[src/rtl/product_accumulator.sv]
// Saturating dot-product accumulator fed by a sequential multiplier.
// A rising edge on done captures one signed product; TERMS products form one result.
module product_accumulator #(
  parameter int PROD_W = 14,
  parameter int ACC_W  = 20,
  parameter int TERMS  = 6,
  parameter int CNT_W  = 4
) (
  input  logic                     clock,
  input  logic                     reset,
  input  logic                     clear,
  input  logic signed [PROD_W-1:0] product,
  input  logic                     done,
  output logic signed [ACC_W-1:0]  acc_out,
  output logic        [CNT_W-1:0]  term_count,
  output logic                     acc_valid,
  output logic                     overflow,
  output logic                     busy
);

  typedef enum logic [1:0] {COLLECT, ADD, FULL} state_t;

  localparam logic [CNT_W-1:0]       TERMS_C = CNT_W'(TERMS);
  localparam logic signed [ACC_W-1:0] ACC_MAX = {1'b0, {(ACC_W-1){1'b1}}};
  localparam logic signed [ACC_W-1:0] ACC_MIN = {1'b1, {(ACC_W-1){1'b0}}};

  state_t                     r_state, w_next;
  logic                       r_done_q;
  logic                       r_pending;
  logic signed [PROD_W-1:0]   r_prod_q;
  logic signed [PROD_W-1:0]   r_pend_prod;
  logic                       w_edge;
  logic signed [ACC_W:0]      w_sum;
  logic        [CNT_W-1:0]    w_cnt_inc;

  assign w_edge    = done & ~r_done_q;
  assign w_cnt_inc = term_count + 1'b1;
  // One guard bit: the two top bits disagree exactly when the sum left the ACC_W range.
  assign w_sum     = {acc_out[ACC_W-1], acc_out}
                   + {{(ACC_W+1-PROD_W){r_prod_q[PROD_W-1]}}, r_prod_q};
  assign acc_valid = (r_state == FULL);
  assign busy      = (r_state == ADD);

  always_comb begin
    w_next = r_state;
    if (clear) begin
      w_next = COLLECT;
    end else begin
      case (r_state)
        COLLECT: if (w_edge || r_pending) w_next = ADD;
        ADD:     w_next = (w_cnt_inc == TERMS_C) ? FULL : COLLECT;
        FULL:    w_next = FULL;
        default: w_next = COLLECT;
      endcase
    end
  end

  always_ff @(posedge clock or posedge reset) begin
    if (reset) r_state <= COLLECT;
    else       r_state <= w_next;
  end

  always_ff @(posedge clock or posedge reset) begin
    if (reset) begin
      acc_out     <= '0;
      term_count  <= '0;
      overflow    <= 1'b0;
      r_done_q    <= 1'b1;
      r_pending   <= 1'b0;
      r_prod_q    <= '0;
      r_pend_prod <= '0;
    end else begin
      r_done_q <= done;
      if (clear) begin
        acc_out    <= '0;
        term_count <= '0;
        overflow   <= 1'b0;
        r_pending  <= 1'b0;
      end else begin
        case (r_state)
          COLLECT: begin
            // Held product is older, so it goes first; a fresh edge refills the slot.
            if (r_pending) begin
              r_prod_q  <= r_pend_prod;
              r_pending <= w_edge;
              if (w_edge) r_pend_prod <= product;
            end else if (w_edge) begin
              r_prod_q <= product;
            end
          end
          ADD: begin
            if (w_sum[ACC_W] != w_sum[ACC_W-1]) begin
              acc_out  <= w_sum[ACC_W] ? ACC_MIN : ACC_MAX;
              overflow <= 1'b1;
            end else begin
              acc_out <= w_sum[ACC_W-1:0];
            end
            term_count <= w_cnt_inc;
            if (w_edge && !r_pending) begin
              r_pending   <= 1'b1;
              r_pend_prod <= product;
            end
          end
          default: ;
        endcase
      end
    end
  end

endmodule

[config.mk]
export PLATFORM = sky130hd
export DESIGN_NAME = product_accumulator
export DESIGN_NICKNAME = d
export VERILOG_FILES = /design/src/rtl/product_accumulator.sv
export SDC_FILE = /design/constraint.sdc
export NUM_CORES = 1
export LEC_CHECK = 0
export BUFFER_PORTS_ARGS = -buffer_cell sky130_fd_sc_hd__buf_2
export CORE_MARGIN = 3
export CORE_UTILIZATION = 55
export CTS_CLUSTER_DIAMETER = 60
export DETAILED_ROUTE_END_ITERATION = 8
export PLACE_DENSITY = 0.73
export SLEW_MARGIN = 20
export SYNTH_ARGS = -nofsm -noshare
export SYNTH_HDL_FRONTEND = slang
export SYNTH_SLANG_ARGS = --single-unit
[constraint.sdc]
create_clock -name clock -period 5.5 [get_ports clock]
set_input_delay 0 -clock clock [delete_from_list [all_inputs] [get_ports clock]]
set_output_delay 0 -clock clock [all_outputs]
set_load 0.01 [all_outputs]
* After elaboration in Yosys (flattened, before gate mapping)
Index checks and enable logic that the tools add are counted.
** Storage, ports and cells
- Bits in registers :: 57
- Latch bits :: 0
- RAM bits :: 0
- Bits in read-only memories :: 0
- Input port bits :: 18
- Output and inout port bits :: 27
- Logic and storage cells :: 57
- Memories :: 0
** Cells by class
- $add $sub $neg :: 2
- Multiply operators :: 0
- Divide/modulo/power cells :: 0
- Order comparisons :: 0
- Equal/unequal tests :: 9
- Shifts and indexed selects :: 0
- Muxes and demuxes :: 22
- Bitwise operators :: 3
- Reductions and logical operators :: 13
** Operators with widths (number)
- 20-bit two-way mux :: 4
- 14-bit two-way mux :: 4
- 14-bit one-hot mux with 2 select lines :: 1
- 20-bit by 14-bit adder with 21-bit output :: 1
- 4-bit two-way mux :: 2
- 2-bit nonzero test :: 4
- 1-bit two-way mux :: 6
- 2-bit two-way mux :: 3
- 2-bit one-hot mux with 3 select lines :: 1
- 5-bit AND reduction :: 1
- 4-bit by 1-bit adder with 4-bit output, second input constant :: 1
- 4-bit by 3-bit == test with 1-bit output, second input constant :: 1
- 2-bit != test, second input constant :: 2
- 2-bit AND reduction :: 2
- 3-bit by 2-bit != test with 1-bit output, second input constant :: 1
- 3-bit != test, second input constant :: 1
- 3-bit AND reduction :: 1
- 3-bit nonzero test :: 1
- 2-bit by 1-bit == test with 1-bit output, second input constant :: 1
- 2-bit == test, second input constant :: 1
- 2-bit logical NOT :: 1
- 2-bit by 1-bit != test with 1-bit output, second input constant :: 1
- 1-bit NOT :: 2
- 1-bit one-hot mux with 2 select lines :: 1
- other kinds (5) :: 5

* Logic depth before layout (Yosys ltp)
- Depth in word-level cells :: 6
- Gate-level depth with buffers :: 11
- Depth with buffers taken out :: 10

* Worst setup path after synthesis
OpenSTA, ideal clock, no wires.
- Path type :: register -> register
- From :: reg r_prod_q[13]
- To :: reg acc_out[15]
- Library setup time :: 121 ps
- Arrival time :: 2442 ps
- Required time :: 5379 ps
- Setup slack :: 2937 ps
- Stages on the path, launching flop included :: 10
- Buffers on the path :: 0
- Period minus slack after synthesis :: 2563 ps
- Path through :: dfrtp_1 ha_1 a21o_1 a211oi_2 o21bai_1 a2111o_1 o21a_1 xor2_2 nand2b_1 a22o_1
** On the way
- Word-level cells in the longest chain between the ends :: 5
- Elaborated cells between the ends (all ways) :: 6
- Those cells by class :: add/sub (1); eq/ne (1); mux (4)
** Ends and longest elaborated chain
- start, declared :: line 30 : logic signed [PROD_W-1:0] r_prod_q;
- start signal, assigned :: line 84 : r_prod_q <= r_pend_prod;
- start signal, assigned :: line 88 : r_prod_q <= product;
- 20-bit by 14-bit adder with 21-bit output * :: line 40 : + {{(ACC_W+1-PROD_W){r_prod_q[PROD_W-1]}}, r_prod_q};
- 20-bit two-way mux or 1-bit != test (tied branches) :: line 93, 92
- 20-bit two-way mux * :: line 92 : if (w_sum[ACC_W] != w_sum[ACC_W-1]) begin
- 20-bit two-way mux * :: line 80 : case (r_state)
- 20-bit two-way mux * :: line 74 : if (clear) begin
- end signal, assigned :: line 93 : acc_out <= w_sum[ACC_W] ? ACC_MIN : ACC_MAX;
- end signal, assigned :: line 96 : acc_out <= w_sum[ACC_W-1:0];
- end, declared :: line 14 : output logic signed [ACC_W-1:0] acc_out,
Mark *: on every way between the ends. The rest lies on a longest branch, timed or not. The select of a mux whose other input is x is not followed.
A chain may end at the register's enable or synchronous reset.

* Worst setup path in the final report
- From :: reg r_prod_q[13]
- To :: reg acc_out[17]
Same word-level chain as after synthesis.

==> impl_metrics.tcl <==
set metrics [dict create \
    status "complete, no violations" \
    drc 0 \
    hp-class "input port to flip-flop" \
    rsz0062_at_grt "false" \
    leakage_nw 2.09 \
    viasPerCell 5.54 \
    p_per_area_nw_per_um2 299 \
    overflow 0 \
    start_util 0.577 \
    core-area_um2 5990 \
    vdd_ir_drop_max_mv 0.227 \
    ys_ff_latch 57 \
    path_cells "ha_1 > a21o_1 > a211oi_2 > o21bai_1 > a2111o_1 > o21a_1 > xor2_2 > inv_1 > a31oi_1" \
    dieHeight_um 85.3 \
    yosysSeqAreaShare 0.413 \
    synth_cell_types 56 \
    holdWs_ns 0.324 \
    fmax_mhz 304 \
    synthArstFlopShare 1.00 \
    grt_pass1_wl_mm 12.5 \
    tns_ns 0 \
    path_class "flip-flop to flip-flop" \
    hpwlAfterDp_mm 5.13 \
    cp-end-kind "flip-flop" \
    syn2layout_area_growth_pct 18.1 \
    fin_skew_ns 0.0138 \
    timing.final.crit_share 0.597 \
    maxCapViolCount 0 \
    cts_setup_buffers 0 \
    setup_viol 0 \
    cts-htree-levels 3 \
    fin_nets 456 \
    final.setup.worst_slack_ns 2.21 \
    antenna_found_initial 0 \
    drt_wl_total_mm 7.44 \
    grt_usage 0.219 \
    cts_sinks 57 \
    maxSlewViolCount 0 \
    period_minus_slack_ns 3.29 \
    cts_root_buf "clkbuf_8" \
    cts_buffers 9 \
    cpPeakStageDelay_ns 0.71 \
    portBuffers 44 \
    path_max_fanout 18 \
    cp-start-kind "flip-flop" \
    worst_slew_pin_slew_ns 0.914 \
    dieArea_um2 7280 \
    preCtsSetupSlack_ns 2.30 \
    critPathBufInv 1 \
    fp.dieW_um 85.3 \
    wl_per_cell_um 15.1 \
    critPathTopFamily "compound AO/OA/AOI/OAI gates" \
    hold_violations 0 \
    fillers 460 \
    dr_total_vias 2739 \
    postLayoutCoreUtil 0.682 \
    syn_nets 395 \
    syn_inst 354 \
    synth_edf_count 0 \
    gp_congestion 0.933 \
    fp-row-count 28 \
    required_ns 5.76 \
    drive_above_1_share 0.215 \
    clk_transition_reported_paths_ns 0.06 \
    synthFlopType "dfrtp_1" \
    synthesis.area_um2 3460 \
    clock_latency_ns 0.34 \
    drt_iter0_markers 127 \
    cp.arrival_ns 3.54 \
    n_antenna_cell 0 \
    slew_headroom 0.390 \
    ios 45 \
    grt_max_degree 58 \
    first_pass_iters 4 \
    grt_pass1_vias 2680 \
    ant_nets 0 \
    syn_area_per_cell_um2 9.77 \
    clock_path_buffers 2 \
    cpMaxStageDelayCell "xor2_2" \
    yosys_warnings 0 \
    cts_tree "done" \
]
through the flow:
stage,area [um^2],total power [mW],cells
4_1_cts,4090,1.23,494
6_report,4090,1.22,494
5_1_grt,4090,1.29,494
3_3_place_gp,3720,0.805,462
2_1_floorplan,3460,0.744,354
3_5_place_dp,3720,0.818,462
repair_timing:
item / 4_1_cts / 5_1_grt
hold buffers: 17 / 0
setup endpoints to repair: 0 / 0
endpoints found under the hold margin: 89 / 0
gates resized for setup: 0 / 0
state kept, by name, indices dropped and copies added (netlist names):
register     cells
overflow         1
acc_out         20
r_pend_prod     14
r_done_q         1
term_count       4
r_prod_q        14
r_state          2
r_pending        1
cell usage after synthesis, drive strengths merged, types with 4 or more instances:
cell / number / share of area
nand2: 58 / 0.063
dfrtp: 56 / 0.41
o21ai: 40 / 0.058
a21oi: 26 / 0.042
ha: 22 / 0.080
nor2: 16 / 0.018
mux2: 14 / 0.046
mux2i: 14 / 0.041
xor2: 14 / 0.038
a21o: 11 / 0.025
clkbuf: 10 / 0.011
xnor2: 9 / 0.023
nand3: 6 / 0.0087
inv: 5 / 0.0054
nor2b: 5 / 0.0090
a31oi: 4 / 0.012
nand2b: 4 / 0.0072
path summary, 6_finish.rpt:
path,start,to,slack [ns],cells past startpoint
worst max-delay path,r_prod_q[13]$_DFFE_PP0P_,acc_out[17]$_DFFE_PP0P_,2.21,9
worst min-delay path,done,r_done_q$_DFF_PP1_,0.32,2
worst max register to register,r_prod_q[13]$_DFFE_PP0P_,acc_out[17]$_DFFE_PP0P_,2.21,9
worst min register to register,r_prod_q[0]$_DFFE_PP0P_,r_prod_q[0]$_DFFE_PP0P_,0.49,2
max in group asynchronous,reset,acc_out[14]$_DFFE_PP0P_,4.63,4
min in group asynchronous,reset,acc_out[0]$_DFFE_PP0P_,0.41,4
placed cells by master, fill, tap and decap left out, types with 2 or more instances in the layout:
cell / netlist / final
inv_1: 5 / 4
and3_2: 2 / 2
clkbuf_1: 10 / 2
buf_4: 1 / 3
mux2_2: 14 / 14
nor3_1: 3 / 3
nand3_1: 6 / 6
dlygate4sd3_1: 0 / 17
o21ai_1: 12 / 13
dfrtp_1: 56 / 56
nand2b_1: 4 / 4
a31oi_1: 3 / 3
mux2i_1: 14 / 14
xnor2_1: 9 / 9
nor2b_1: 5 / 5
o21bai_1: 2 / 2
buf_2: 0 / 44
and2_1: 3 / 3
a21oi_1: 24 / 24
o21ai_0: 28 / 27
a211oi_1: 2 / 2
ha_1: 22 / 22
a21o_1: 9 / 9
xor2_1: 13 / 13
clkbuf_8: 0 / 11
a21o_2: 2 / 2
nor2_1: 15 / 15
nand2_1: 58 / 58
logic make-up (layout without fill, tap and decap cells):
kind of cell	after synthesis	count (layout)	synth area share
AOI/OAI and AO/OA	103	103	0.200
and+or+nand+nor	101	101	0.128
xor gates and xnor gates	23	23	0.0604
adders and majority gates	23	23	0.0854
DFF	57	57	0.413
muxes	28	28	0.0861
buffers and inverters	19	84	0.0275
layout make-up:
cell class,instances,area (um^2),area share
multi-input cells,278,1940,0.474
flip-flops and latches,57,1430,0.349
repair buffers,64,413,0.101
clock buffers,13,159,0.0389
well taps,75,93.8,0.0230
clock inverters,2,37.5,0.00919
inverters,5,18.8,0.00459
per-layer routing:
layer / GRT usage / wire length (um) / vias to the layer above
li1: - / - / 1373
met1: 0.284 / 3490 / 1292
met2: 0.345 / 3440 / 61
met3: 0.0612 / 373 / 13
met4: 0.0892 / 138 / 0
met5: 0 / 0 / -
power breakdown:
group	internal, mW	leakage [nW]	total, mW	switching [mW]
Sequential	0.476	0.751	0.519	0.0431
Clock	0.232	0.0957	0.397	0.165
Combinational	0.132	1.24	0.304	0.172
Total	0.839	2.09	1.22	0.380
Power figures use the tool's default switching activity.
